$ cat src/rtl/apb_ctrl_pkg.sv
// rtl/apb_ctrl_pkg.sv - shared types and default widths for the APB master arbiter
package apb_ctrl_pkg;

  typedef enum logic [1:0] {
    IDLE   = 2'd0,
    SETUP  = 2'd1,
    ACCESS = 2'd2
  } apb_state_e;

  localparam int DEF_NUM_REQ = 2;
  localparam int DEF_ADDR_W  = 8;
  localparam int DEF_DATA_W  = 32;
  localparam int DEF_TIMEOUT = 16;

endpackage

$ cat src/rtl/apb_rr_arbiter.sv
// rtl/apb_rr_arbiter.sv - round-robin pick with registered rotation pointer
module apb_rr_arbiter
  import apb_ctrl_pkg::*;
#(
  parameter int NUM_REQ = DEF_NUM_REQ
) (
  input  logic                       clk,
  input  logic                       rst,
  input  logic [NUM_REQ-1:0]         req,
  input  logic                       update,
  input  logic [$clog2(NUM_REQ)-1:0] cur_idx,
  output logic [NUM_REQ-1:0]         gnt,
  output logic [$clog2(NUM_REQ)-1:0] gnt_idx,
  output logic                       any
);

  localparam int IDX_W = $clog2(NUM_REQ);

  logic [IDX_W-1:0] ptr_q;
  logic [IDX_W-1:0] ptr_inc;
  logic [IDX_W-1:0] base;

  // Pointer that follows the completing grant; on a completion edge the search
  // already starts from it so back-to-back picks see the rotated order.
  always_comb begin
    ptr_inc = '0;
    if (int'(cur_idx) != NUM_REQ - 1) begin
      ptr_inc = cur_idx + 1'b1;
    end
    base = update ? ptr_inc : ptr_q;
  end

  // First requester at or after base, wrapping around.
  always_comb begin
    int idx;
    idx     = 0;
    gnt     = '0;
    gnt_idx = '0;
    any     = 1'b0;
    for (int k = 0; k < NUM_REQ; k++) begin
      idx = int'(base) + k;
      if (idx >= NUM_REQ) begin
        idx = idx - NUM_REQ;
      end
      if (!any && req[idx[IDX_W-1:0]]) begin
        any                  = 1'b1;
        gnt_idx              = idx[IDX_W-1:0];
        gnt[idx[IDX_W-1:0]]  = 1'b1;
      end
    end
  end

  // Rotation pointer register.
  always_ff @(posedge clk) begin
    if (rst) begin
      ptr_q <= '0;
    end else if (update) begin
      ptr_q <= ptr_inc;
    end
  end

endmodule

$ cat src/rtl/apb_master_arbiter.sv
// rtl/apb_master_arbiter.sv - APB master sharing one bus between several requesters
module apb_master_arbiter
  import apb_ctrl_pkg::*;
#(
  parameter int NUM_REQ = DEF_NUM_REQ,
  parameter int ADDR_W  = DEF_ADDR_W,
  parameter int DATA_W  = DEF_DATA_W,
  parameter int TIMEOUT = DEF_TIMEOUT
) (
  input  logic                      pclk,
  input  logic                      preset,
  input  logic [NUM_REQ-1:0]        req_valid,
  input  logic [NUM_REQ-1:0]        req_write,
  input  logic [NUM_REQ*ADDR_W-1:0] req_addr,
  input  logic [NUM_REQ*DATA_W-1:0] req_wdata,
  output logic [NUM_REQ-1:0]        rsp_valid,
  output logic [DATA_W-1:0]         rsp_rdata,
  output logic                      rsp_err,
  output logic [ADDR_W-1:0]         paddr,
  output logic                      pwrite,
  output logic [DATA_W-1:0]         pwdata,
  output logic                      penable,
  output logic                      pselx,
  input  logic [DATA_W-1:0]         prdata,
  input  logic                      pready,
  input  logic                      pslave_error
);

  localparam int IDX_W = $clog2(NUM_REQ);
  localparam int CNT_W = (TIMEOUT > 1) ? $clog2(TIMEOUT) : 1;
  localparam logic [CNT_W-1:0] CNT_LAST = CNT_W'((TIMEOUT == 0) ? 0 : TIMEOUT - 1);

  apb_state_e state;
  apb_state_e state_d;

  logic [IDX_W-1:0]   g_idx;
  logic [NUM_REQ-1:0] g_onehot;
  logic [CNT_W-1:0]   cnt;

  logic [NUM_REQ-1:0] arb_req;
  logic [NUM_REQ-1:0] arb_gnt;
  logic [IDX_W-1:0]   arb_idx;
  logic               arb_any;
  logic               arb_update;
  logic               load;
  logic               done;
  logic               timeout_hit;

  apb_rr_arbiter #(
    .NUM_REQ (NUM_REQ)
  ) u_arb (
    .clk     (pclk),
    .rst     (preset),
    .req     (arb_req),
    .update  (arb_update),
    .cur_idx (g_idx),
    .gnt     (arb_gnt),
    .gnt_idx (arb_idx),
    .any     (arb_any)
  );

  // Completion detection: slave ready, or the access has run its full budget.
  always_comb begin
    timeout_hit = (TIMEOUT != 0) && !pready && (cnt == CNT_LAST);
    done        = (state == ACCESS) && (pready || timeout_hit);
  end

  // FSM state register.
  always_ff @(posedge pclk) begin
    if (preset) begin
      state <= IDLE;
    end else begin
      state <= state_d;
    end
  end

  // Next state and arbitration strobes; the completing requester is masked.
  always_comb begin
    state_d    = state;
    arb_req    = '0;
    arb_update = 1'b0;
    load       = 1'b0;
    unique case (state)
      IDLE: begin
        arb_req = req_valid;
        if (arb_any) begin
          load    = 1'b1;
          state_d = SETUP;
        end
      end
      SETUP: begin
        state_d = ACCESS;
      end
      ACCESS: begin
        if (done) begin
          arb_update = 1'b1;
          arb_req    = req_valid & ~g_onehot;
          if (arb_any) begin
            load    = 1'b1;
            state_d = SETUP;
          end else begin
            state_d = IDLE;
          end
        end
      end
      default: begin
        state_d = IDLE;
      end
    endcase
  end

  // Bus outputs, request latch, timeout counter and response registers.
  always_ff @(posedge pclk) begin
    if (preset) begin
      g_idx     <= '0;
      g_onehot  <= '0;
      cnt       <= '0;
      paddr     <= '0;
      pwrite    <= 1'b0;
      pwdata    <= '0;
      pselx     <= 1'b0;
      penable   <= 1'b0;
      rsp_valid <= '0;
      rsp_err   <= 1'b0;
      rsp_rdata <= '0;
    end else begin
      pselx     <= (state_d != IDLE);
      penable   <= (state_d == ACCESS);
      rsp_valid <= '0;
      rsp_err   <= 1'b0;
      rsp_rdata <= '0;

      if (load) begin
        g_idx    <= arb_idx;
        g_onehot <= arb_gnt;
        paddr    <= req_addr[arb_idx*ADDR_W +: ADDR_W];
        pwrite   <= req_write[arb_idx];
        pwdata   <= req_write[arb_idx] ? req_wdata[arb_idx*DATA_W +: DATA_W] : '0;
      end

      if (state == ACCESS && !done) begin
        cnt <= cnt + 1'b1;
      end else begin
        cnt <= '0;
      end

      if (done) begin
        rsp_valid <= g_onehot;
        rsp_err   <= pready ? pslave_error : 1'b1;
        rsp_rdata <= (pready && !pwrite) ? prdata : '0;
      end
    end
  end

  // The granted requester must hold its request unchanged until its response.
  logic req_stable;
  always_comb begin
    req_stable = req_valid[g_idx]
              && (req_addr[g_idx*ADDR_W +: ADDR_W] == paddr)
              && (req_write[g_idx] == pwrite)
              && (!pwrite || (req_wdata[g_idx*DATA_W +: DATA_W] == pwdata));
  end

  a_req_stable: assert property (@(posedge pclk) disable iff (preset)
    (state != IDLE) |-> req_stable);

endmodule
$ cat config.mk
export PLATFORM = sky130hd
export DESIGN_NAME = apb_master_arbiter
export DESIGN_NICKNAME = d
export VERILOG_FILES = /design/src/rtl/apb_ctrl_pkg.sv /design/src/rtl/apb_rr_arbiter.sv /design/src/rtl/apb_master_arbiter.sv
export SDC_FILE = /design/constraint.sdc
export NUM_CORES = 1
export LEC_CHECK = 0
export BUFFER_PORTS_ARGS = -buffer_cell sky130_fd_sc_hd__buf_2
export CAP_MARGIN = 15
export CORE_MARGIN = 8
export CORE_UTILIZATION = 35
export CTS_CLUSTER_DIAMETER = 30
export DETAILED_ROUTE_END_ITERATION = 8
export SYNTH_ARGS = -nofsm -noshare
export SYNTH_HDL_FRONTEND = slang
export SYNTH_HIERARCHICAL = 1
export SYNTH_SLANG_ARGS = --single-unit
$ cat constraint.sdc
create_clock -name pclk -period 4.9 [get_ports pclk]
set_clock_uncertainty 0.05 [all_clocks]
set_input_delay 0.49 -clock pclk [delete_from_list [all_inputs] [get_ports pclk]]
set_output_delay 0.49 -clock pclk [all_outputs]
set_load 0.1 [all_outputs]
==> summary.txt <==
Timing
  • Tcrit/Tclk final: 60.37%
  • Setup Total Neg Slack: 0 ns
  • Post-layout min period: 2.958 ns
  • Max_slew headroom: between 30% and 40%
  • Hold Vio Cnt, Final: 0
  • Final hold slack: approximately 0.30 ns
  • Maximum clock rate: around 340 MHz
  • Slew Limit Fails: 0
  • RSZ-0062 raised after global routing: no
  • Worst Max-Slew Pin Slew: about 0.97 ns
  • Final-report setup violation count: 0

Power
  • Sequential Power Share: 35.7%
  • Switching power share of the total: 35.91%
  • Combinational power share: a little under a third
  • Peak ir drop on the vdd network: 0.1976 mV
  • Power share of the clock group: 34.3%
  • Pwr dens: 417.2 nW/µm²
  • Internal power: 1422 µW
  • Leak Pwr: between 0.002 and 0.0025 µW
  • P_sw: between 700 and 800 µW

Global route
  • Vias in the first global route: 3178
  • GRT Util Overall: between 10% and 20%
  • First-pass GRT wire length: 16.25 mm
  • GRT overflow: 0
  • Largest net degree at the start of global routing: 87
  • Initial antenna violation count: 2

Finish
  • N_diodes: 0
  • Core Util, Final: 47.37%
  • Synth-to-layout area growth: 34.04%
  • Layout Nets: 665
  • Final Non-Filler Cells: 692
  • Commonest non-fill, non-tap cell in the layout: buf_2
  • Highest-count cells in the layout ignoring fill and taps: 197 x buf_2, 88 x dfxtp_1, 44 x mux2i_1, 42 x nand2b_1, 34 x and2_1
  • Layout cells sized above 1: 48.63%

Critical path
  • Slowest CP cell: buf_4
  • Crit-path cells: ha_1 -> a31oi_4 -> o21ai_0 -> and3b_1 -> a21oi_4 -> buf_4 -> mux2_2 -> nand3b_1 -> mux2i_1
  • Required time of the critical path: 5.03 ns
  • Crit path DAT: 3.09 ns
  • Critical Path Start Type: flip-flop
  • Critical Path Max Stage Delay: 0.47 ns
  • Crit end category: flip-flop
  • Setup CP Type: flip-flop to flip-flop
  • CP Max Fanout: 33

Synth
  • Synth Instances: 362
  • Post-synth cell types: 41
  • FF+latch count, synth: between 80 and 90
  • Register area share after synthesis: 44.42%
  • Largest area contributor in the netlist: dfxtp_1
  • Main area contributors after synthesis: dfxtp_1 44%, mux2i_1 11%, mux2_2 9.4%, nand2b_1 6.6%, nand3b_1 6.2%
  • Synth Warn #: 6
  • Synthesized area per cell: 10.96 µm²
  • Syn_nets: 483
  • Cell area after synthesis: between 3000 and 4000 µm²
  • Post-synth top area share: 44.42%

Clock tree
  • Post-CTS setup buffer count: 0
  • Max Root-Sink Buffers: 2
  • CTS root buf: clkbuf_16
  • TritonCTS buffer count: 9
  • CTS clock-pin slew for the worst setup and hold paths: 0.07 ns
  • Post-cts resize count: 0
  • Post-CTS Hold Fix Bufs: 0
  • H-tree depth: 3
  • Sink Count: 88
  • CTS tree: done
  • Clock Latency Late Sink: 0.33 ns

Place
  • GPL Wtd Cong: 0.7133
  • HPWL after DPL: 7.982 mm
  • Placed instance count: approximately 680
  • IO Port Bufs: 197

Floorplan
  • Die height: 122.5 µm
  • Initial Util: between 30 and 40%
  • Die area: 15000 µm²
  • Core Rows: 39
  • DIE WIDTH: 122.5 µm
  • Core area: roughly 11000 µm²
  • # IOs: 198

Detailed routing
  • DRC: 0
  • Final WL: between 10 and 15 mm
  • Initial DRC count: 78
  • DRT Pass-1 Iters: 4
  • WL/cell: 15.51 µm
  • Antenna viol nets, final: 0
  • Vias/cell: 4.555
  • Via count: around 3200

Status
  • Status: finished clean

Worst hold path
  • Hold Path Class: input port to flip-flop

Run
  • Number of max-cap violations: 0
## final cells by class
| class | count | area, µm² |
|---|---|---|
| sequential | 88 | 1762 |
| tap | 143 | 178.9 |
| multi-input combinational | 242 | 2009 |
| timing repair buffer | 200 | 1021 |
| clock buffer | 10 | 239.0 |
| fill | 1080 | 5907 |
| clock inverter | 6 | 95.09 |
| inverter | 3 | 11.26 |
## state kept, by name, summed over array words and instances, names as in the netlist, 2 cells and up
name / count
pwdata: 32
rsp_rdata: 32
paddr: 8
cnt: 4
g_onehot: 2
rsp_valid: 2
state: 2
## worst paths after layout
kind	startpoint	end	slack, ns	cells after the start
setup reg to reg	cnt[0]	pwdata[18]	1.94	9
setup / recovery	cnt[0]	pwdata[18]	1.94	9
hold reg to reg	cnt[0]	cnt[0]	0.40	1
hold / removal	prdata[23]	rsp_rdata[23]	0.30	2
## metrics by stage
step,power [µW],instance area [µm²],worst slack [ns]
5_1_grt,2305,5316,1.722
6_report,2218,5316,1.942
2_1_floorplan,1368,3966,2.620
3_3_place_gp,1474,4982,1.938
3_5_place_dp,1480,4982,1.842
4_1_cts,2250,5316,1.889
## per-layer routing
| layer | vias up | GRT usage, % | share of wire, % |
|---|---|---|---|
| li1 | 1607 | - | - |
| met1 | 1438 | 15.25 | 40 |
| met2 | 87 | 22.96 | 51 |
| met3 | 16 | 5.520 | 7.8 |
| met4 | 4 | 5.103 | 1.6 |
| met5 | - | 0 | 0.18 |
## power by group through the flow
stage,logic [µW],clock network (µW),registers [µW]
after floorplan,257,0,1110
after global placement,665,0,808
after detailed placement,671,0,809
after CTS,674,782,793
after global routing,698,808,799
final,665,761,792
## cell usage after synthesis (all sizes together)
| cell type | count |
|---|---|
| and3 | 2 |
| xnor2 | 1 |
| xor2 | 1 |
| mux2 | 33 |
| mux2i | 45 |
| buf | 16 |
| o22ai | 8 |
| nor3b | 2 |
| o21a | 1 |
| and2b | 1 |
| nand3 | 1 |
| dfxtp | 88 |
| a31oi | 2 |
| nor2b | 2 |
| a21boi | 1 |
| and2 | 34 |
| nand3b | 33 |
| a21oi | 5 |
| clkbuf | 13 |
| or3b | 8 |
| and3b | 3 |
| ha | 1 |
| or2 | 1 |
| nand2b | 42 |
| nand2 | 1 |
| nor2 | 4 |
| o21ai | 2 |
| a211oi | 8 |
| inv | 3 |
## logic make-up after synthesis
group	Yosys count	synth area share, %
AND/OR/NAND/NOR	134	22.78
flip-flops	88	44.42
multiplexers	78	20.82
buffers and inverters	32	5.394
AO/OA/AOI/OAI	27	5.836
XOR/XNOR	2	0.4417
adder cells (fa/ha/maj)	1	0.3154
## critical path, delay by kind of cell (launching register included)
family	cells	cell delay (ns)
adders and majority gates	1	0.25
and+or+nand+nor	2	0.35
buffers and inverters	1	0.47
AOI/OAI and AO/OA	3	0.85
DFF	1	0.32
muxes	2	0.48
(Power assumes the default switching activity.)
